## src/rtl/multicycle_ctrl.sv

```systemverilog
// Multicycle CPU control FSM: fetch/decode/exec/mem/wb sequencing with memory-wait timeout.
// Define MULTICYCLE_CTRL_JUMP_EN to make opcode 000010 (j) a legal single-EXEC jump.
module multicycle_ctrl #(
    parameter int unsigned ALUOP_W = 3,
    parameter int unsigned TMO_W   = 4
) (
    input  logic               clk_i,
    input  logic               rst_i,
    input  logic               start_i,
    input  logic [5:0]         instr_op_i,
    input  logic               mem_ready_i,
    output logic               PCWrite_o,
    output logic               IRWrite_o,
    output logic               Branch_o,
    output logic               Jump_o,
    output logic               MemRead_o,
    output logic               MemWrite_o,
    output logic               MemtoReg_o,
    output logic               ALUSrc_o,
    output logic               RegWrite_o,
    output logic               RegDst_o,
    output logic [ALUOP_W-1:0] ALU_op_o,
    output logic               busy_o,
    output logic               done_o,
    output logic               err_o,
    output logic [2:0]         state_o
);

    typedef enum logic [2:0] {
        StIdle   = 3'd0,
        StFetch  = 3'd1,
        StDecode = 3'd2,
        StExec   = 3'd3,
        StMem    = 3'd4,
        StWb     = 3'd5,
        StErr    = 3'd6
    } state_e;

    localparam logic [5:0] OpR    = 6'b000000;
    localparam logic [5:0] OpAddi = 6'b001000;
    localparam logic [5:0] OpAndi = 6'b001100;
    localparam logic [5:0] OpSlti = 6'b001010;
    localparam logic [5:0] OpLw   = 6'b100011;
    localparam logic [5:0] OpSw   = 6'b101011;
    localparam logic [5:0] OpBeq  = 6'b000100;
    localparam logic [5:0] OpJ    = 6'b000010;

    // Last count value that may still wait; one more idle cycle would reach 2^TMO_W-1.
    localparam logic [TMO_W-1:0] TmoLast = TMO_W'((2 ** TMO_W) - 2);

    state_e           state_q, state_d;
    logic [5:0]       op_q, op_d;
    logic [TMO_W-1:0] tmo_q, tmo_d;

    logic is_r, is_lw, is_sw, is_beq, is_imm, is_jump, op_legal, tmo_expire;
    logic [2:0] alu_cls;

    assign is_r    = (op_q == OpR);
    assign is_lw   = (op_q == OpLw);
    assign is_sw   = (op_q == OpSw);
    assign is_beq  = (op_q == OpBeq);
    assign is_imm  = (op_q == OpAddi) || (op_q == OpAndi) || (op_q == OpSlti) || is_lw || is_sw;
    assign tmo_expire = !mem_ready_i && (tmo_q == TmoLast);

`ifdef MULTICYCLE_CTRL_JUMP_EN
    assign is_jump = (op_q == OpJ);
`else
    assign is_jump = 1'b0;
`endif

    always_comb begin
        unique case (instr_op_i)
            OpR, OpAddi, OpAndi, OpSlti, OpLw, OpSw, OpBeq: op_legal = 1'b1;
`ifdef MULTICYCLE_CTRL_JUMP_EN
            OpJ:     op_legal = 1'b1;
`endif
            default: op_legal = 1'b0;
        endcase
    end

    always_comb begin
        unique case (op_q)
            OpR:     alu_cls = 3'b010;
            OpBeq:   alu_cls = 3'b001;
            OpAndi:  alu_cls = 3'b011;
            OpSlti:  alu_cls = 3'b100;
            default: alu_cls = 3'b000;
        endcase
    end

    always_comb begin
        state_d = state_q;
        op_d    = op_q;
        tmo_d   = tmo_q;
        unique case (state_q)
            StIdle: begin
                if (start_i) begin
                    state_d = StFetch;
                    tmo_d   = '0;
                end
            end
            StFetch: begin
                if (mem_ready_i) begin
                    state_d = StDecode;
                end else if (tmo_expire) begin
                    state_d = StErr;
                end else begin
                    tmo_d = tmo_q + 1'b1;
                end
            end
            StDecode: begin
                op_d    = instr_op_i;
                state_d = op_legal ? StExec : StErr;
            end
            StExec: begin
                if (is_beq || is_jump) begin
                    state_d = StIdle;
                end else if (is_lw || is_sw) begin
                    state_d = StMem;
                    tmo_d   = '0;
                end else begin
                    state_d = StWb;
                end
            end
            StMem: begin
                if (mem_ready_i) begin
                    state_d = is_lw ? StWb : StIdle;
                end else if (tmo_expire) begin
                    state_d = StErr;
                end else begin
                    tmo_d = tmo_q + 1'b1;
                end
            end
            StWb:    state_d = StIdle;
            StErr:   state_d = StIdle;
            default: state_d = StIdle;
        endcase
    end

    always_ff @(posedge clk_i) begin
        if (rst_i) begin
            state_q <= StIdle;
            op_q    <= '0;
            tmo_q   <= '0;
        end else begin
            state_q <= state_d;
            op_q    <= op_d;
            tmo_q   <= tmo_d;
        end
    end

    // Outputs are decoded from state plus same-cycle mem_ready_i; forced low while in reset.
    always_comb begin
        PCWrite_o  = 1'b0;
        IRWrite_o  = 1'b0;
        Branch_o   = 1'b0;
        Jump_o     = 1'b0;
        MemRead_o  = 1'b0;
        MemWrite_o = 1'b0;
        MemtoReg_o = 1'b0;
        ALUSrc_o   = 1'b0;
        RegWrite_o = 1'b0;
        RegDst_o   = 1'b0;
        ALU_op_o   = '0;
        busy_o     = 1'b0;
        done_o     = 1'b0;
        err_o      = 1'b0;
        state_o    = 3'd0;
        if (!rst_i) begin
            state_o = state_q;
            busy_o  = (state_q != StIdle);
            unique case (state_q)
                StFetch: begin
                    MemRead_o = 1'b1;
                    IRWrite_o = mem_ready_i;
                    PCWrite_o = mem_ready_i;
                end
                StExec: begin
                    ALU_op_o[2:0] = alu_cls;
                    ALUSrc_o      = is_imm;
                    Branch_o      = is_beq;
                    Jump_o        = is_jump;
                    PCWrite_o     = is_jump;
                    done_o        = is_beq || is_jump;
                end
                StMem: begin
                    ALU_op_o[2:0] = alu_cls;
                    ALUSrc_o      = is_imm;
                    MemRead_o     = is_lw;
                    MemWrite_o    = is_sw;
                    done_o        = is_sw && mem_ready_i;
                end
                StWb: begin
                    ALU_op_o[2:0] = alu_cls;
                    ALUSrc_o      = is_imm;
                    RegWrite_o    = 1'b1;
                    MemtoReg_o    = is_lw;
                    RegDst_o      = is_r;
                    done_o        = 1'b1;
                end
                StErr:   err_o = 1'b1;
                default: ;
            endcase
        end
    end

endmodule

```

## config.mk

```make
export PLATFORM = sky130hd
export DESIGN_NAME = multicycle_ctrl
export DESIGN_NICKNAME = d
export VERILOG_FILES = /design/src/rtl/multicycle_ctrl.sv
export SDC_FILE = /design/constraint.sdc
export NUM_CORES = 1
export LEC_CHECK = 0
export BUFFER_PORTS_ARGS = -buffer_cell sky130_fd_sc_hd__buf_2
export CAP_MARGIN = 20
export CORE_MARGIN = 10
export CORE_UTILIZATION = 46
export CTS_BUF_LIST = sky130_fd_sc_hd__clkbuf_16
export CTS_CLUSTER_SIZE = 14
export DETAILED_ROUTE_END_ITERATION = 16
export PLACE_DENSITY = 0.85
export SYNTH_ARGS = -nofsm -noshare
export SYNTH_HDL_FRONTEND = slang
export SYNTH_SLANG_ARGS = --single-unit
export TNS_END_PERCENT = 10
```

## constraint.sdc

```tcl
create_clock -name clk_i -period 2.11 [get_ports clk_i]
set_clock_uncertainty 0.15 [all_clocks]
set_input_delay 0.422 -clock clk_i [delete_from_list [all_inputs] [get_ports clk_i]]
set_output_delay 0.422 -clock clk_i [all_outputs]
set_load 0.02 [all_outputs]
```

# == Word-level counts from Yosys, hierarchy flattened ==
# Cells that the tools add are included.
# word_totals
regBits,13
latchBits,0
ram_bits,0
mem_bits_ro,0
inputBits,10
output_inout_bits,19
n_memories,0
# classes
add_sub_neg,1
n_mul,0
div_mod_pow,0
order_cmp,0
n_eq_ne,24
shift,0
muxes,41
n_bitwise,0
reduce_logical,17
# op_table
operator,count
== test 6 x 4 -> 1 bit (second input constant),6
two-way mux 3 bit,10
== test 6 bit (second input constant),4
two-way mux 1 bit,21
two-way mux 4 bit,5
case mux 3 bit (5 select lines),1
== test 6 x 3 -> 1 bit (second input constant),2
logical NOT 6 bit,2
case mux 3 bit (4 select lines),1
case mux 4 bit (3 select lines),1
!= test 2 bit (second input constant),5
== test 3 bit (second input constant),3
OR reduction 7 bit,1
== test 3 x 2 -> 1 bit (second input constant),2
AND reduction 6 bit,1
nonzero test 3 bit,2
logical OR 1 bit,5
adder 4 x 1 -> 4 bit (second input constant),1
== test 4 bit (second input constant),1
== test 3 x 1 -> 1 bit (second input constant),1
logical NOT 3 bit,1
case mux 1 bit (3 select lines),1
OR reduction 3 bit,1
logical AND 1 bit,2
other kinds (3),3

# == Longest topological paths before layout ==
# depth
depth_word,7
mapped_depth,7
mapped_depth_nobuf,7

# == Worst setup path before layout ==
# Ideal clock, no wire load.
# synth_timing
path_type,input port to output port
start,input rst_i
end,output RegDst_o
arrival_ns,1.942
slack_ns,-0.404
stages,4
path_buffers,1
cell_sequence,clkbuf_1 > nor2_1 > nand2_1 > nor4b_1
# synth_via
elab_chain_len,1
# synth_lines
element,line_no,source
from (decl),8,"input logic rst_i,"
two-way mux 1 bit,169,if (!rst_i) begin
to (decl),21,"output logic RegDst_o,"
# No other way between the ends.

# == Worst setup path in the final report ==
# layout_timing
start,register state_q[2]
end,output done_o
# layout_via
elab_chain_len,3
elab_cells_between_ends,5
# layout_lines
element,line_no,source
from (decl),51,"state_e state_q, state_d;"
from (signal assigned),142,state_q <= StIdle;
from (signal assigned),146,state_q <= state_d;
== test 3 bit or == test 3 x 2 -> 1 bit (tied branches),172,unique case (state_q)
case mux 1 bit (3 select lines) (*),172,
two-way mux 1 bit (*),169,
to (decl),24,"output logic done_o,"
# Every way passes the cells marked *; elsewhere a longest branch is shown, timed or not.

==> metrics.log <==
[metrics] crit path from: state_q[2]
[metrics] Clock power frac: 0.425
[metrics] cell area after placement: 1270 sq um
[metrics] clock slew seen by the registers of the worst setup and hold paths: ~0.040 ns
[metrics] total clock buffers created by CTS: 3
[metrics] most frequent cells after synthesis: sky130_fd_sc_hd__a21oi_1 (15), sky130_fd_sc_hd__nor2_1 (15), sky130_fd_sc_hd__dfxtp_1 (13), sky130_fd_sc_hd__nand2_1 (12)
[metrics] number of nets with antenna violations after routing: 0
[metrics] Overflow after GRT: 0
[metrics] RSZ-0062 raised after global routing: true
[metrics] DP Worst Slack: -0.0749 ns
[metrics] fraction of post-synthesis cell area in the top cell type by area: 0.256
[metrics] source-to-sink clock delay at the later pin of the worst-skew pair: 0.24 ns
[metrics] netlist area before placement: between 1000 and 1500 sq um
[metrics] TritonCTS clock tree: done
[metrics] family with the most delay on the worst path: buffers and inverters
[metrics] placeable core region: between 2000 and 2500 sq um
[metrics] reg-to-reg slack, setup: 0.08 ns
[metrics] worst-case setup margin in the final layout: -0.0575 ns
[metrics] Hold/Removal Path Class: input port to register
[metrics] worst reg-to-reg path cell count: 7
[metrics] distinct cell type count of the synthesized netlist: 46
[metrics] initial antenna violation count: 0
[metrics] die outline area: roughly 4500 sq um
[metrics] cell taking the most area after synthesis: sky130_fd_sc_hd__dfxtp_1
[metrics] number of pins with negative max-slew slack in the final report: 0
[metrics] beginning of the worst register-to-register path: tmo_q[0]
[metrics] cell chain of the critical path: buf_4, nand2b_1, buf_4, nor4_4, a31o_2, buf_4
[metrics] VDD IR max: roughly 0.00063 V
[metrics] Fmax: approximately 460 MHz
[metrics] Crit path top cell by count: sky130_fd_sc_hd__buf_4
[metrics] pin count of the biggest net entering global routing: 16
[metrics] final std cell area, no fill: 1450 sq um
[metrics] diode insertion count for antenna repair: 0
[metrics] path length in cells of the critical path: 6
[metrics] Post-Synthesis Net Count: around 150
[metrics] dominant combinational cell family by area after synthesis: simple AND/OR/NAND/NOR gates
[metrics] violated checks: negative setup slack
[metrics] Synth Register Bits: 13
[metrics] cell leakage power: ~0.64 nW
[metrics] Synth Area per Inst: 7.21 sq um
[metrics] Setup-failing EPs final: 5
[metrics] run status: finished with violations
[metrics] type of origin of the critical path: register
[metrics] number of detailed-route iterations in the first pass: 5
[metrics] combined buffer and inverter count along the critical path: 3
[metrics] maximum level of the CTS H-tree: 1
[metrics] total half-perimeter wirelength after legalization and detailed placement: roughly 2.5 mm
[metrics] final worst path period share: 1.03
[metrics] starting density of the core: 0.502
[metrics] post-synthesis async set-or-reset flop share: 0
[metrics] maximum number of buffers from clock root to sink: 2
[metrics] class of the most critical setup path: register to output port
[metrics] number of flops mapped to enable cells by yosys: 0
[metrics] via count of the first global-routing pass: about 1200
[metrics] Routed WL per cell: approximately 17 microns
[metrics] count of pins on the block boundary: 29
[metrics] data arrival at the endpoint of the critical path: approximately 1.6 ns
[metrics] DIE HEIGHT: ~67 microns
[metrics] mux cell area share after synthesis: 0
[metrics] number of instances in the synthesized netlist: between 100 and 150
[metrics] global-route wire length before repair: 5.48 mm
[metrics] Final Non-Filler Cells: 207
[metrics] share of layout cells above drive strength 1: 0.422
[metrics] cell with the largest stage delay on the worst path: sky130_fd_sc_hd__dfxtp_1
[metrics] die extent in x: approximately 67 microns
[metrics] count of nets after finishing: slightly below 200
[metrics] initial detailed-routing violation count: ~160
[metrics] CTS Hold Bufs: 0
[metrics] data required time at the worst endpoint: around 1.5 ns
[metrics] cell at the root of the clock tree: sky130_fd_sc_hd__clkbuf_16
[metrics] total routing resource utilization after global routing: 0.149
[metrics] count of vias placed by the detailed router: around 1300
[metrics] worst setup path end: done_o
[metrics] DRT Wirelength: about 3.6 mm
[metrics] compound-cell area share of the yosys netlist: 0.252
[metrics] Placer Congestion: approximately 0.94
[metrics] internal power consumption: ~0.00059 W
[metrics] Top FF cell, synth: sky130_fd_sc_hd__dfxtp_1
[metrics] # Max-Cap Violations: 0
[metrics] kind of end point of the critical path: output port
[metrics] ratio of total power to cell area: ~550 nW/um^2
[metrics] register area share after synthesis: 0.256
[metrics] Adder-Cell Fraction of Synth Area: 0.0246
[metrics] switch share: 0.263
[metrics] DRC violations left: 0
[metrics] switching power summed over all nets: 0.000209 W
[metrics] TritonCTS Sinks: 13
[metrics] std cell rows: 16
[metrics] most area-consuming cells after synthesis: sky130_fd_sc_hd__dfxtp_1 (26%), sky130_fd_sc_hd__a21oi_1 (7.4%), sky130_fd_sc_hd__nor2_1 (5.5%), sky130_fd_sc_hd__nand2_1 (4.4%), sky130_fd_sc_hd__nand4b_1 (3.4%)
[metrics] sequential cell fraction of total power: 0.345
[metrics] number of endpoints with negative hold slack in the final report: 0
[metrics] crit-path max cell delay: between 0.3 and 0.4 ns
[metrics] min Tclk post-route: roughly 2.2 ns
[metrics] endpoint of the worst register-to-register path: tmo_q[3]
[metrics] cell count after placement: 200
[metrics] YS warnings: 0
[metrics] layout overhead on the synthesized area: 43.1%
[metrics] via count normalized by instance count: roughly 6.2
[metrics] post-synthesis simple-gate area fraction: 0.381
[metrics] maximum fanout along the worst path: 5
[metrics] final setup TNS: -0.114 ns
[metrics] port bufs: 27
[metrics] Comb power frac: 0.230
[metrics] parity-gate share of the synthesized area counting xor and xnor cells: 0.00862
worst min path at each step:
| stage | cells after the start | to | startpoint |
|---|---|---|---|
| final | 3 | op_q[3] | instr_op_i[3] |
| after global placement | 1 | tmo_q[3] | tmo_q[3] |
| after detailed placement | 2 | op_q[0] | op_q[0] |
| after global routing | 3 | op_q[5] | instr_op_i[5] |
| after floorplan | 2 | tmo_q[2] | tmo_q[2] |
| after CTS | 3 | op_q[5] | instr_op_i[5] |
tightest hold or removal path, stage by stage:
cell                      delay, ns
sky130_fd_sc_hd__buf_2         0.10
sky130_fd_sc_hd__nand2_1       0.05
sky130_fd_sc_hd__a21oi_1       0.05
cell usage in the layout, fill, tap and decap left out, types with 3 or more instances in the layout:
cell type	instances
sky130_fd_sc_hd__buf_4	22
sky130_fd_sc_hd__buf_2	23
sky130_fd_sc_hd__nand4b_1	4
sky130_fd_sc_hd__inv_1	7
sky130_fd_sc_hd__dfxtp_2	4
sky130_fd_sc_hd__dfxtp_1	7
sky130_fd_sc_hd__a21oi_1	13
sky130_fd_sc_hd__clkbuf_16	3
sky130_fd_sc_hd__nand2b_1	4
sky130_fd_sc_hd__nor2_1	13
sky130_fd_sc_hd__o21ai_0	7
sky130_fd_sc_hd__nand2_1	11
sky130_fd_sc_hd__and3_1	4
sky130_fd_sc_hd__or4_1	4
sky130_fd_sc_hd__nor3_1	7
kinds of logic (layout without fill, tap and decap cells):
logic type / count (synthesis) / count (layout)
AOI/OAI and AO/OA: 38 / 38
xor gates and xnor gates: 1 / 1
adders and majority gates: 2 / 2
buffers and inverters: 17 / 56
DFF: 13 / 13
other: 1 / 1
and+or+nand+nor: 69 / 69
registers in the layout (all words and copies together), names as in the netlist:
signal and cells:
state_q 3, tmo_q 4, op_q 6
power by group through the flow:
| stage | clock network (W) | registers, W | logic [W] |
|---|---|---|---|
| floorplan | 0 | 0.000268 | 0.000107 |
| global placement | 0 | 0.000274 | 0.000151 |
| detailed placement | 0 | 0.000275 | 0.000156 |
| CTS | 0.000345 | 0.000271 | 0.000169 |
| global route | 0.000356 | 0.000275 | 0.000197 |
| finish | 0.000338 | 0.000275 | 0.000184 |
per-stage QoR:
step	total power [W]	util	hold WS, ns
after floorplan	0.000375	-	0.311
after global placement	0.000424	0.629	0.352
after detailed placement	0.000431	0.629	0.366
after CTS	0.000785	0.693	0.288
after global routing	0.000828	0.719	0.294
final	0.000796	0.719	0.293
timing repair:
| item | CTS | global route |
|---|---|---|
| endpoints found under the setup margin | 12 | 13 |
| resized for setup | 10 | 16 |
| pin swaps | 5 | 3 |
| buffers inserted | 3 | 0 |
per-layer routing:
layer  part of all wire  wire [microns]  vias to the layer above  track usage
li1                   -               -                      589            -
met1               0.41            1450                      588        0.179
met2               0.45            1610                       99        0.248
met3               0.12             429                       16       0.0318
met4              0.023              83                        0       0.0615
met5                  0               0                        -            0
layout make-up:
class / count / area, sq um
Clock buffer: 3 / 75.1
Clock inverter: 1 / 3.75
Fill cell: 157 / 568
Multi-Input combinational cell: 111 / 762
Tap cell: 27 / 33.8
Timing Repair Buffer: 45 / 280
Sequential cell: 13 / 273
Inverter: 7 / 26.3
Power figures use the tool's default switching activity.
